===== src/rtl/uart_debug_ifc.sv =====
// uart_debug_ifc: UART (8N1) debug loader. Parses 'W' AH AL DH DL and
// 'N' DH DL packets into single-cycle writes on the debug write bus.
// Optional ack transmitter (0x06 per write) is built when the macro
// UART_DEBUG_ACK_EN is defined; otherwise uart_tx_o is tied high.
module uart_debug_ifc #(
    parameter int unsigned CLKDIV       = 104,
    parameter int unsigned TIMEOUT_BITS = 256
) (
    input  logic        clk,
    input  logic        reset,
    input  logic        uart_rx_i,
    output logic        uart_tx_o,
    output logic        sys_wr_o,
    output logic [15:0] sys_waddr_o,
    output logic [15:0] sys_wdata_o,
    output logic        frame_err_o
);

    localparam logic [15:0] HALF_M1   = 16'(CLKDIV / 2 - 1);
    localparam logic [15:0] BIT_M1    = 16'(CLKDIV - 1);
    localparam int unsigned TO_CYCLES = TIMEOUT_BITS * CLKDIV;
    localparam int unsigned TOW       = $clog2(TO_CYCLES + 1);
    localparam logic [TOW-1:0] TO_M1  = TOW'(TO_CYCLES - 1);
    localparam logic [TOW-1:0] TO_ONE = TOW'(1);

    typedef enum logic [1:0] {RX_IDLE, RX_START, RX_DATA, RX_STOP} rx_state_t;
    typedef enum logic [2:0] {P_CMD, P_AH, P_AL, P_DH, P_DL} p_state_t;

    logic            rx_meta;
    logic            rx_sync;
    logic            rx_prev;
    rx_state_t       rx_state;
    logic [15:0]     rx_cnt;
    logic [2:0]      rx_bits;
    logic [7:0]      rx_shift;
    logic            stop_tick;
    logic            rx_done;
    logic            rx_ferr;

    p_state_t        p_state;
    logic [15:0]     addr;
    logic [7:0]      data_hi;
    logic [15:0]     last_addr;
    logic [TOW-1:0]  to_cnt;

    // Two-flop synchronizer plus one history flop for falling-edge detection.
    always_ff @(posedge clk or posedge reset) begin
        if (reset) begin
            rx_meta <= 1'b1;
            rx_sync <= 1'b1;
            rx_prev <= 1'b1;
        end else begin
            rx_meta <= uart_rx_i;
            rx_sync <= rx_meta;
            rx_prev <= rx_sync;
        end
    end

    // Receive FSM: start-bit qualification at half a bit, then mid-bit sampling.
    always_ff @(posedge clk or posedge reset) begin
        if (reset) begin
            rx_state <= RX_IDLE;
            rx_cnt   <= 16'd0;
            rx_bits  <= 3'd0;
            rx_shift <= 8'd0;
        end else begin
            case (rx_state)
                RX_IDLE: begin
                    if (rx_prev && !rx_sync) begin
                        rx_state <= RX_START;
                        rx_cnt   <= 16'd0;
                    end
                end
                RX_START: begin
                    if (rx_cnt == HALF_M1) begin
                        rx_cnt <= 16'd0;
                        if (!rx_sync) begin
                            rx_state <= RX_DATA;
                            rx_bits  <= 3'd0;
                        end else begin
                            rx_state <= RX_IDLE;
                        end
                    end else begin
                        rx_cnt <= rx_cnt + 16'd1;
                    end
                end
                RX_DATA: begin
                    if (rx_cnt == BIT_M1) begin
                        rx_cnt   <= 16'd0;
                        rx_shift <= {rx_sync, rx_shift[7:1]};
                        if (rx_bits == 3'd7) begin
                            rx_state <= RX_STOP;
                        end else begin
                            rx_bits <= rx_bits + 3'd1;
                        end
                    end else begin
                        rx_cnt <= rx_cnt + 16'd1;
                    end
                end
                RX_STOP: begin
                    if (rx_cnt == BIT_M1) begin
                        rx_cnt   <= 16'd0;
                        rx_state <= RX_IDLE;
                    end else begin
                        rx_cnt <= rx_cnt + 16'd1;
                    end
                end
                default: begin
                    rx_state <= RX_IDLE;
                    rx_cnt   <= 16'd0;
                end
            endcase
        end
    end

    // Stop-bit sample decodes into byte-complete or framing-error this cycle.
    always_comb begin
        stop_tick = 1'b0;
        rx_done   = 1'b0;
        rx_ferr   = 1'b0;
        if ((rx_state == RX_STOP) && (rx_cnt == BIT_M1)) begin
            stop_tick = 1'b1;
        end else begin
            stop_tick = 1'b0;
        end
        if (stop_tick) begin
            rx_done = rx_sync;
            rx_ferr = !rx_sync;
        end else begin
            rx_done = 1'b0;
            rx_ferr = 1'b0;
        end
    end

    // Packet parser with inactivity timeout; issues the registered write.
    always_ff @(posedge clk or posedge reset) begin
        if (reset) begin
            p_state     <= P_CMD;
            addr        <= 16'h0000;
            data_hi     <= 8'h00;
            last_addr   <= 16'hFFFF;
            to_cnt      <= '0;
            sys_wr_o    <= 1'b0;
            sys_waddr_o <= 16'h0000;
            sys_wdata_o <= 16'h0000;
            frame_err_o <= 1'b0;
        end else begin
            sys_wr_o    <= 1'b0;
            frame_err_o <= rx_ferr;
            if (rx_ferr) begin
                p_state <= P_CMD;
                to_cnt  <= '0;
            end else if (rx_done) begin
                // A completed byte always beats a coincident timeout.
                to_cnt <= '0;
                case (p_state)
                    P_CMD: begin
                        if (rx_shift == 8'h57) begin
                            p_state <= P_AH;
                        end else if (rx_shift == 8'h4E) begin
                            addr    <= last_addr + 16'd1;
                            p_state <= P_DH;
                        end else begin
                            p_state <= P_CMD;
                        end
                    end
                    P_AH: begin
                        addr[15:8] <= rx_shift;
                        p_state    <= P_AL;
                    end
                    P_AL: begin
                        addr[7:0] <= rx_shift;
                        p_state   <= P_DH;
                    end
                    P_DH: begin
                        data_hi <= rx_shift;
                        p_state <= P_DL;
                    end
                    P_DL: begin
                        sys_wr_o    <= 1'b1;
                        sys_waddr_o <= addr;
                        sys_wdata_o <= {data_hi, rx_shift};
                        last_addr   <= addr;
                        p_state     <= P_CMD;
                    end
                    default: begin
                        p_state <= P_CMD;
                    end
                endcase
            end else if (p_state != P_CMD) begin
                if (to_cnt == TO_M1) begin
                    p_state <= P_CMD;
                    to_cnt  <= '0;
                end else begin
                    to_cnt <= to_cnt + TO_ONE;
                end
            end else begin
                to_cnt <= '0;
            end
        end
    end

`ifdef UART_DEBUG_ACK_EN
    logic        tx_busy;
    logic [15:0] tx_cnt;
    logic [3:0]  tx_bits;
    logic [8:0]  tx_shift;

    // Ack transmitter: one 0x06 frame per write, requests while busy are dropped.
    always_ff @(posedge clk or posedge reset) begin
        if (reset) begin
            tx_busy   <= 1'b0;
            tx_cnt    <= 16'd0;
            tx_bits   <= 4'd0;
            tx_shift  <= 9'h1FF;
            uart_tx_o <= 1'b1;
        end else if (!tx_busy) begin
            if (sys_wr_o) begin
                tx_busy   <= 1'b1;
                tx_cnt    <= 16'd0;
                tx_bits   <= 4'd0;
                tx_shift  <= {1'b1, 8'h06};
                uart_tx_o <= 1'b0;
            end
        end else if (tx_cnt == BIT_M1) begin
            tx_cnt <= 16'd0;
            if (tx_bits == 4'd9) begin
                tx_busy   <= 1'b0;
                uart_tx_o <= 1'b1;
            end else begin
                uart_tx_o <= tx_shift[0];
                tx_shift  <= {1'b1, tx_shift[8:1]};
                tx_bits   <= tx_bits + 4'd1;
            end
        end else begin
            tx_cnt <= tx_cnt + 16'd1;
        end
    end
`else
    assign uart_tx_o = 1'b1;
`endif

endmodule


===== config.mk =====
export PLATFORM = sky130hd
export DESIGN_NAME = uart_debug_ifc
export DESIGN_NICKNAME = d
export VERILOG_FILES = /design/src/rtl/uart_debug_ifc.sv
export SDC_FILE = /design/constraint.sdc
export NUM_CORES = 1
export LEC_CHECK = 0
export BUFFER_PORTS_ARGS = -buffer_cell sky130_fd_sc_hd__buf_2
export CORE_MARGIN = 1
export CORE_UTILIZATION = 36
export DETAILED_ROUTE_END_ITERATION = 10
export GPL_TIMING_DRIVEN = 1
export PLACE_DENSITY = 0.52
export RECOVER_POWER = 100
export SYNTH_ARGS = -nofsm -noshare
export SYNTH_HDL_FRONTEND = slang
export SYNTH_SLANG_ARGS = --single-unit

===== constraint.sdc =====
create_clock -name clk -period 5.8 [get_ports clk]
set_input_delay 1.45 -clock clk [delete_from_list [all_inputs] [get_ports clk]]
set_output_delay 1.45 -clock clk [all_outputs]
set_load 0.02 [all_outputs]

==> results.md <==
- Antenna-violating nets left: 0
- Initial antenna violation count: 0
- Synthesis-stage register bit count: around 120
- Total negative setup slack: 0 ps
- Synthesized Nets: between 500 and 600
- Setup CP Type: in2async
- Mapped cell area: 5750 sq um
- Reg-to-Reg Start: rx_cnt[7]
- YS warnings: 0
- Slew HR: -0.272
- Hold Path Class: reg2reg
- Area added between synthesis and finish: 13.4%
- Post-place instance area: approximately 6100 sq um
- Insertion delay of the later-clocked pin in the worst-skew pair: between 400 and 500 ps
- Worst EP arrival: roughly 3800 ps
- RePlAce Congestion: 0.763
- DIE AREA: 16,500 sq um
- Number of global-route vias before repair: roughly 4,100
- R2R cell count: 5
- Drt wl/cell: approximately 15 um
- Initial Util: 0.374
- Final wirelength: roughly 12,000 um
- Worst Path Max Fanout: 88
- Post-synth EDFFs: 0
- Critical path capture point type: async pin
- Async SR Flop Fraction: 1.00
- TritonCTS Buffers: 17
- Drt drc: 0
- Grt ovf: 0
- Critical-path top delay cell: clkbuf_1
- Hold buffer count at CTS: 0
- Failing checks: max-capacitance violations, max-slew violations
- WP data required: between 5000 and 6000 ps
- CP Launch Type: input port
- Final Cell Area: 6520 sq um
- Pwr Total: around 2.0 mW
- Worst Hold Path EP: rx_sync
- Die Width: roughly 130 um
- Hold Path Origin: rx_meta
- IO Port Bufs: 36
- Place WS: around 2900 ps
- Pwr Density: a little over 300 nW/um^2
- Tot GR Track Use: 0.166
- CTS clk-pin slew, worst paths: ~50 ps
- Top Ports: 38
- Fraction of layout cells with a size suffix above 1: 0.115
- Post-DP HPWL: a little under 8000 um
- Core area: ~15,000 sq um
- Fillers: 1,516
- FF-to-FF setup slack: between 2000 and 2500 ps
- VDD IR max: approximately 210 uV
- Clock buffer depth: 2
- Nets@finish: about 600
- CTS tree: built
- CP dominant cell by count: clkbuf_1
- Reg2reg end: addr[11]
- Clk root buf: clkbuf_16
- Post-CTS sizing: 0
- Synth unique cells: 54
- Largest net degree at the start of global routing: 89
- Post-route setup slack: between 2000 and 2500 ps
- Commonest non-fill, non-tap cell in the layout: nand2_1
- Status: complete, but fails checks
- Die Span Y: roughly 130 um
- Achievable clock frequency: roughly 270 MHz
- Slowest stage delay, CP: 1440 ps
- Hold Violations, Final: 0
- Vias: about 4,100
- Max-cap violations: 3
- Vias per cell: around 5.0
- 1st-iter DRT viols: 230
- # clock sinks: 124
- P_leak: 3.04 nW
- Post-Synthesis Cells: between 500 and 600
- Final setup fails: 0
- Clk_skew: roughly 11 ps
- Htree depth: 4
- Sequential element share of the synthesized area: 0.544
- First-pass GRT wire length: ~21,000 um
- Syn avg cell area: slightly above 10 sq um
- Post-CTS setup buffer count: 0
- Final period util: 0.630
- Most used DFF post-synth: dfrtp_1
- Pre-antenna DRT Iters: 4
- RSZ-0062 raised after global routing: no
- Fin. max-slew vios: between 80 and 90
- Hold depth: 0
- FP Rows: 45
- Worst slew pin tran: about 1900 ps
- Final Critical Period: ~3700 ps
- Most frequent cells in the layout: 148 x nand2_1, 105 x dfrtp_1, 48 x clkbuf_1
- Worst path cell trace: clkbuf_1 > inv_4 > clkbuf_1
- # diodes: 0
## per-stage QoR
step	hold WS [ps]	cells	util
2_1_floorplan	345	567	-
3_3_place_gp	346	794	0.398
3_5_place_dp	347	794	0.398
4_1_cts	360	826	0.433
5_1_grt	374	826	0.424
6_report	365	826	0.424
## Yosys cell counts (6+ instances only)
master    count  area [sq um]
a21o_1        7          52.6
a21oi_1       7          35.0
a22o_1        7          61.3
a31oi_1      14          87.6
and3_1        9          56.3
and4_1        6          52.6
clkbuf_1     15          56.3
dfrtp_1     105          2630
dfstp_2      19           499
inv_1         9          33.8
mux2_2       27           304
mux2_4        8           120
nand2_1     148           556
nand2b_1      7          43.8
nand3_1      23           115
nand4_1       7          43.8
nor2_1       35           131
nor3_1        9          45.0
o21ai_0      17          85.1
xnor2_1      18           158
xor2_1        9          78.8
## cell type report
class	instances	area (sq um)	share of cell area
flip-flops and latches	124	3130	0.480
multi-input cells	410	2400	0.369
clock buffers	28	487	0.0747
well taps	211	264	0.0405
repair buffers	40	154	0.0236
clock inverters	4	45.0	0.00691
inverters	9	36.3	0.00557
## kinds of logic after synthesis
logic type / after synthesis / synth area share
AND/OR/NAND/NOR: 277 / 0.229
AO/OA/AOI/OAI: 64 / 0.0733
multiplexers: 36 / 0.0755
flip-flops: 124 / 0.544
other: 1 / 0.000652
adder cells (fa/ha/maj): 5 / 0.0109
buffers and inverters: 33 / 0.0252
XOR/XNOR: 27 / 0.0411
## report_power, final
part           switching, mW  total, mW  leakage, nW  internal [mW]
Combinational         0.0826      0.123         1.12         0.0408
Clock                  0.350      0.959        0.260          0.609
Sequential            0.0210      0.903         1.66          0.882
## metal layers
layer,GRT usage,vias up,share of wire
met5,0,-,0
met4,0.0581,0,0.011
met3,0.0478,10,0.038
met2,0.244,63,0.44
met1,0.232,2014,0.51
li1,-,2026,-
## worst max-delay path: cells and delay by family
family	cells	cell delay (ps)
buffers and inverters	3	2310
## worst max path at each step
stage | endpoint | cells after the start | startpoint
floorplan | async pin | 1 | reset
global placement | rx_prev | 3 | reset
detailed placement | last_addr[14] | 3 | reset
CTS | sys_wdata_o[15] | 5 | rx_cnt[12]
global route | rx_cnt[1] | 3 | reset
finish | addr[13] | 3 | reset
## sequential cells by signal, summed over array words and instances, names as in the netlist, 8 cells and up, named ones only
register / count
rx_cnt: 16
data_hi: 8
rx_shift: 8
addr: 16
last_addr: 16
sys_waddr_o: 16
to_cnt: 15
sys_wdata_o: 16
Note: power is estimated with default switching activity, not from simulation.
